==> config.mk <==
export PLATFORM = sky130hd
export DESIGN_NAME = filter_select_fsm_flat
export DESIGN_NICKNAME = d
export VERILOG_FILES = /design/src/rtl/filter_select_if.sv /design/src/rtl/filter_select_fsm.sv /design/src/flat_wrapper.sv
export SDC_FILE = /design/constraint.sdc
export NUM_CORES = 1
export LEC_CHECK = 0
export BUFFER_PORTS_ARGS = -buffer_cell sky130_fd_sc_hd__buf_4
export CORE_MARGIN = 2
export CORE_UTILIZATION = 55
export DETAILED_ROUTE_END_ITERATION = 7
export PLACE_DENSITY = 0.8
export SETUP_SLACK_MARGIN = 0.5
export SLEW_MARGIN = 15
export SYNTH_ARGS = -nofsm -noshare
export SYNTH_HDL_FRONTEND = slang
export SYNTH_SLANG_ARGS = --single-unit
==> constraint.sdc <==
create_clock -name clk -period 5.8 [get_ports clk]
set_input_delay 0.87 -clock clk [delete_from_list [all_inputs] [get_ports clk]]
set_output_delay 0.87 -clock clk [all_outputs]
set_load 0.005 [all_outputs]
==> src/rtl/filter_select_if.sv <==
// Key inputs and filter-selection outputs shared by the selection FSM and its host.
interface filter_select_if;
   logic [3:0] key;
   logic [1:0] filter_type;
   logic       filter_changed;
   logic       locked;

   modport master (output key, input filter_type, input filter_changed, input locked);
   modport slave  (input key, output filter_type, output filter_changed, output locked);
endinterface

==> src/rtl/filter_select_fsm.sv <==
// Push-button conditioning (sync, debounce, press edge) and video filter selection FSM.
//
// state       | meaning
// ST_UNLOCKED | CLEAR/NEXT/PREV presses update filter_type
// ST_LOCKED   | selection frozen; only LOCK is honoured
module filter_select_fsm #(
   parameter  int DEBOUNCE_CYCLES = 1_000_000,
   localparam int CNT_W           = $clog2(DEBOUNCE_CYCLES)
) (
   input  logic           clk,
   input  logic           rst_n,
   filter_select_if.slave bus
);

   localparam logic [CNT_W-1:0] CNT_MAX = CNT_W'(DEBOUNCE_CYCLES - 1);

   typedef enum logic [0:0] {
      ST_UNLOCKED = 1'b0,
      ST_LOCKED   = 1'b1
   } state_t;

   logic [3:0] r_sync1;
   logic [3:0] r_sync2;
   logic [3:0] r_db;
   logic [3:0] r_db_prev;
   logic [3:0] r_press;

   state_t     r_state;
   state_t     w_state_nx;
   logic [1:0] r_filter_type;
   logic [1:0] w_filter_type_nx;
   logic       r_changed;
   logic       w_changed_nx;

   always_ff @(posedge clk or negedge rst_n) begin
      if (!rst_n) begin
         r_sync1 <= 4'hF;
         r_sync2 <= 4'hF;
      end else begin
         r_sync1 <= bus.key;
         r_sync2 <= r_sync1;
      end
   end

   for (genvar g = 0; g < 4; g++) begin : g_debounce
      logic [CNT_W-1:0] r_cnt;

      // Any cycle where the synced level agrees with the accepted level restarts the count.
      always_ff @(posedge clk or negedge rst_n) begin
         if (!rst_n) begin
            r_cnt   <= '0;
            r_db[g] <= 1'b1;
         end else if (r_sync2[g] == r_db[g]) begin
            r_cnt <= '0;
         end else if (r_cnt == CNT_MAX) begin
            r_cnt   <= '0;
            r_db[g] <= r_sync2[g];
         end else begin
            r_cnt <= r_cnt + 1'b1;
         end
      end
   end

   always_ff @(posedge clk or negedge rst_n) begin
      if (!rst_n) begin
         r_db_prev <= 4'h0;
         r_press   <= 4'h0;
      end else begin
         r_db_prev <= r_db;
         r_press   <= r_db_prev & ~r_db;
      end
   end

   always_ff @(posedge clk or negedge rst_n) begin
      if (!rst_n) begin
         r_state       <= ST_UNLOCKED;
         r_filter_type <= 2'd0;
         r_changed     <= 1'b0;
      end else begin
         r_state       <= w_state_nx;
         r_filter_type <= w_filter_type_nx;
         r_changed     <= w_changed_nx;
      end
   end

   // Priority LOCK > CLEAR > NEXT > PREV; losing pulses are simply dropped.
   always_comb begin
      w_state_nx       = r_state;
      w_filter_type_nx = r_filter_type;
      if (r_press[3]) begin
         w_state_nx = (r_state == ST_LOCKED) ? ST_UNLOCKED : ST_LOCKED;
      end else if (r_state == ST_UNLOCKED) begin
         if (r_press[2]) begin
            w_filter_type_nx = 2'd0;
         end else if (r_press[0]) begin
            w_filter_type_nx = r_filter_type + 2'd1;
         end else if (r_press[1]) begin
            w_filter_type_nx = r_filter_type - 2'd1;
         end
      end
      w_changed_nx = (w_filter_type_nx != r_filter_type);
   end

   assign bus.filter_type    = r_filter_type;
   assign bus.filter_changed = r_changed;
   assign bus.locked         = (r_state == ST_LOCKED);

endmodule

==> src/flat_wrapper.sv <==
// flat-port wrapper written by rule: the top's interface ports become plain ports
module filter_select_fsm_flat 
#(
   parameter  int DEBOUNCE_CYCLES = 1_000_000,
   localparam int CNT_W           = $clog2(DEBOUNCE_CYCLES)
)
  (clk, rst_n, bus_key, bus_filter_type, bus_filter_changed, bus_locked);
  filter_select_if bus_i ();
  input  logic clk;
  input  logic rst_n;
  input wire logic [$bits(bus_i.key)-1:0] bus_key;
  output wire logic [$bits(bus_i.filter_type)-1:0] bus_filter_type;
  output wire logic [$bits(bus_i.filter_changed)-1:0] bus_filter_changed;
  output wire logic [$bits(bus_i.locked)-1:0] bus_locked;
  assign bus_i.key = bus_key;
  assign bus_filter_type = bus_i.filter_type;
  assign bus_filter_changed = bus_i.filter_changed;
  assign bus_locked = bus_i.locked;
  filter_select_fsm #(.DEBOUNCE_CYCLES(DEBOUNCE_CYCLES)) u_core (.clk(clk), .rst_n(rst_n), .bus(bus_i));
endmodule
Word-level counts from Yosys, hierarchy flattened
Cells that the tools add are included.

Flip-flop bits (word level): 104. Input bits: 6. Word-level logic and storage cells: 54.

$add $sub $neg: 6. Equal/unequal tests: 9. Mux-type cells: 14. Bitwise logic cells: 6. Reductions and logical operators: 4.

Operators by type and width (count): $mux W20 (8); $add A20 B1 Y20 const B (4); $eq A20 B20 Y1 const B (4); $mux W2 (5); $reduce_and A2 Y1 (4); $and A4 B4 Y4 (1); $eq A1 B1 Y1 (4); $not A1 Y1 (4); $not A4 Y4 (1); $add A2 B1 Y2 const B (1); $ne A2 B2 Y1 (1); $sub A2 B1 Y2 const B (1); $mux W1 (1).

Depth between registers and ports, before layout
Depth in word-level cells: 7. Depth in mapped cells: 6. Mapped depth without buffers: 5.

Worst setup path before layout
No wires, ideal clock.

Path kind: register to register. From: register u_core.g_debounce[1].r_cnt[12]. To: register u_core.r_db[1]. Arrival time: 1860 ps. Setup slack: 3857 ps. Cell stages (with the launch flop): 5. Buffers on the path: 0. Clock period less this slack: 1943 ps. Path through: dfrtp_1 -> or4_1 -> or4_1 -> nor2_1 -> mux2_2.

Longest elaborated chain between the ends: 2.

RTL lines: from (decl) (line filter_select_fsm.sv:46) `logic [CNT_W-1:0] r_cnt;`; from (signal assigned) (line filter_select_fsm.sv:59) `r_cnt <= r_cnt + 1'b1;`; $eq A20 B20 Y1 (line filter_select_fsm.sv:55) `end else if (r_cnt == CNT_MAX) begin`; $reduce_and A2 Y1 (no source line); to (signal, indexed assignment) (line filter_select_fsm.sv:57) `r_db[g] <= r_sync2[g];`; to (decl) (line filter_select_fsm.sv:24) `logic [3:0] r_db;`.

No other way between the ends. A chain may end at the register's enable or synchronous reset.

Worst setup path after layout
From: register u_core.g_debounce[2].r_cnt[11]. To: register u_core.g_debounce[2].r_cnt[18].

Longest elaborated chain between the ends: 3.

RTL lines: from (decl) (line filter_select_fsm.sv:46); from (signal assigned) (line filter_select_fsm.sv:59); $add A20 B1 Y20 / $eq A20 B20 Y1 (equally long branches) (line filter_select_fsm.sv:59, filter_select_fsm.sv:55); $mux W20 * (line filter_select_fsm.sv:55); $mux W20 * (line filter_select_fsm.sv:53) `end else if (r_sync2[g] == r_db[g]) begin`.

Mark *: on every way between the ends. The rest lies on a longest branch, timed or not.

==> flow_metrics.env <==
export IMPL_outcome="finished clean"
export IMPL_clockBufferDepth=2
export IMPL_place_gp_congestion=0.804
export IMPL_syn2layout_area_growth_pct=7.34
export IMPL_syn_area_mm2=0.00486
export IMPL_drt_initial_drc_count=110
export IMPL_ys_flop_type="dfrtp_1"
export IMPL_synthArstFlopShare=1.00
export IMPL_start_util=0.563
export IMPL_hold_class="flip-flop to flip-flop"
export IMPL_drc=0
export IMPL_finClkSkew_ns=0.00857
export IMPL_tritoncts="done"
export IMPL_slowest_stage="o21ai_2"
export IMPL_grt_usage=0.190
export IMPL_syn_num_nets=482
export IMPL_multi_input_area_mm2=0.00212
export IMPL_dpl_hpwl_um=5790
export IMPL_cts_resized=0
export IMPL_synth_compound_area_frac=0.0760
export IMPL_dr_total_vias=3501
export IMPL_io_buffers=9
export IMPL_rows=34
export IMPL_postRouteAntennaNets=0
export IMPL_die_x_um=98
export IMPL_place_area_mm2=0.00500
export IMPL_power_leakage_nw=2.13
export IMPL_rr_worst_depth=4
export IMPL_cp_cell_sequence="or4_1 -> or4_4 -> o21ai_2 -> a21oi_1"
export IMPL_hold_path_depth=0
export IMPL_yosysSeqAreaShare=0.539
export IMPL_synth_top_family_by_area="simple AND/OR/NAND/NOR gates"
export IMPL_synth_edf_count=0
export IMPL_powerDensity_mw_per_mm2=240
export IMPL_clk_latency_ns=0.36
export IMPL_worst_pin_slew_ns=0.853
export IMPL_finalHoldViolations=0
export IMPL_final_area_mm2=0.00522
export IMPL_crit_start="u_core.g_debounce[2].r_cnt[11]"
export IMPL_fillCellCount=713
export IMPL_antenna_found_initial=0
export IMPL_final_setup_viol_count=0
export IMPL_avgRoutedWirePerCell_um=14.2
export IMPL_top_level_ports=10
export IMPL_cts_buffers=9
export IMPL_drive_gt1_frac=0.109
export IMPL_post_cts_buffers=0
export IMPL_clockRootBuffer="clkbuf_8"
export IMPL_cp_required_ns=6.01
export IMPL_vias_per_cell=5.88
export IMPL_cts_sinks=104
export IMPL_htree_levels=3
export IMPL_syn_area_per_cell_um2=10.3
export IMPL_maxCapViolCount=0
export IMPL_critPathMaxStageDelay_ns=0.65
export IMPL_final_common_cell="dfrtp_1"
export IMPL_max_vdd_ir_drop_mv=0.176
export IMPL_antenna_cells=0
export IMPL_grt_pass1_wl_um=15100
export IMPL_synth_warning_count=0
export IMPL_synth_xor_area_frac=0.0919
export IMPL_hp_start="u_core.r_sync1[0]"
export IMPL_regArea_mm2=0.00262
export IMPL_layout_nets=492
export IMPL_min_period_ns=2.41
export IMPL_cp_max_fo=20
export IMPL_grt_pass1_vias=3303
export IMPL_cp_end_kind="flip-flop"
export IMPL_synthMuxAreaShare=0.0113
export IMPL_cts_clk_slew_worst_paths_ns=0.10
export IMPL_most_common_layout_cells="dfrtp_1 (92), nor2_1 (60), a21oi_1 (28), xor2_1 (28), nand3_1 (27)"
export IMPL_criticalPathCategory="flip-flop to flip-flop"
export IMPL_synth_simple_area_share=0.247
export IMPL_wl_um=8470
export IMPL_final_period_utilization=0.416
export IMPL_synthDistinctLibCells=39
export IMPL_ys_seq_elements=104
export IMPL_max_freq_mhz=414
export IMPL_syn_inst=472
export IMPL_grt_ovfl_total=0
export IMPL_rsz0062_at_grt="no"
export IMPL_grt_max_degree=72
export IMPL_slew_headroom=0.431
export IMPL_first_pass_iters=4
export IMPL_final_util=0.604
export IMPL_die_area_mm2=0.00960
export IMPL_startpoint_type="flip-flop"
export IMPL_timing_rr_start="u_core.g_debounce[2].r_cnt[11]"
export IMPL_worstPathArrival_ns=2.62
export IMPL_tns_ns=0
export IMPL_cts_hold_buf=0
export IMPL_core_area_mm2=0.00864
export IMPL_synth_fa_ha_area_frac=0.0103
export IMPL_die_h_um=98
export IMPL_slew_violations=0
-- power breakdown --
part	switching (mW)	leakage (nW)	internal, mW
Clock	0.249	0.101	0.217
Sequential	0.00986	1.40	0.737
Combinational	0.0299	0.631	0.0115
-- per-layer routing --
layer	vias up	track usage	wire length, um
li1	1717	-	-
met2	47	0.314	4150
met3	8	0.0472	290
met4	0	0.0513	78
met1	1729	0.252	3950
met5	-	0	0
-- flip-flops by register name (all words and copies together) (netlist names) --
register and count:
u_core.r_sync1 4, u_core.r_press 4, u_core.g_debounce.r_cnt 80, u_core.bus.filter_type 2, u_core.r_sync2 4, u_core.r_db 4
u_core.bus.locked 1, u_core.r_db_prev 4, u_core.bus.filter_changed 1
-- kinds of logic after synthesis --
kind of cell             count (synthesis)
AO/OA/AOI/OAI                           63
XOR/XNOR                                51
adder cells (fa/ha/maj)                  4
buffers and inverters                   24
flip-flops                             104
multiplexers                             5
AND/OR/NAND/NOR                        221
-- cell usage after synthesis (2+ instances only) --
library cell	count	share of area
a21oi_1	28	0.029
and2_1	2	0.0026
and3_1	12	0.015
and4_1	7	0.013
buf_6	4	0.0093
clkbuf_1	8	0.0062
dfrtp_1	92	0.47
dfstp_2	12	0.065
ha_1	4	0.010
inv_1	11	0.0085
mux2_2	4	0.0093
nand2_1	26	0.020
nand3_1	27	0.028
nand4_1	20	0.026
nand4b_1	2	0.0036
nor2_1	60	0.046
nor2b_1	4	0.0051
nor3_1	11	0.011
nor4_1	7	0.0090
nor4b_1	3	0.0054
o21ai_0	17	0.018
o21ai_2	2	0.0036
o31ai_1	14	0.022
or2_2	2	0.0026
or3_1	15	0.019
or4_1	15	0.023
or4bb_1	2	0.0046
xnor2_1	23	0.041
xor2_1	28	0.050
-- stage by stage --
step                      hold WS, ns  worst slack, ns  power, mW  std cells
after floorplan                 0.345             3.86      0.781        472
after global placement          0.346             3.45      0.802        579
after detailed placement        0.348             3.41      0.803        579
after CTS                       0.361             3.36       1.27        595
after global routing            0.366             3.18       1.31        595
final                           0.361             3.39       1.25        595
-- layout make-up --
type | count | area share
clock buffers | 10 | 0.0264
clock inverters | 6 | 0.0142
inverters | 11 | 0.00792
multi-input cells | 344 | 0.407
flip-flops and latches | 104 | 0.502
well taps | 108 | 0.0259
repair buffers | 12 | 0.0173
-- worst max-delay path: cells and delay by family, from the launching register on --
family | cells | cell delay [ns]
DFF | 1 | 0.44
AOI/OAI and AO/OA | 2 | 0.76
and+or+nand+nor | 2 | 1.05
-- final timing paths --
path	end	slack [ns]
worst min-delay path	u_core.r_sync2[0]	0.36
worst max-delay path	u_core.g_debounce[2].r_cnt[18]	3.39
max in group asynchronous	u_core.g_debounce[2].r_cnt[16]	4.16
min in group asynchronous	u_core.g_debounce[0].r_cnt[15]	0.43
worst max register to register	u_core.g_debounce[2].r_cnt[18]	3.39
worst min register to register	u_core.r_sync2[0]	0.36
No activity file was read; power rests on OpenSTA's default activity.
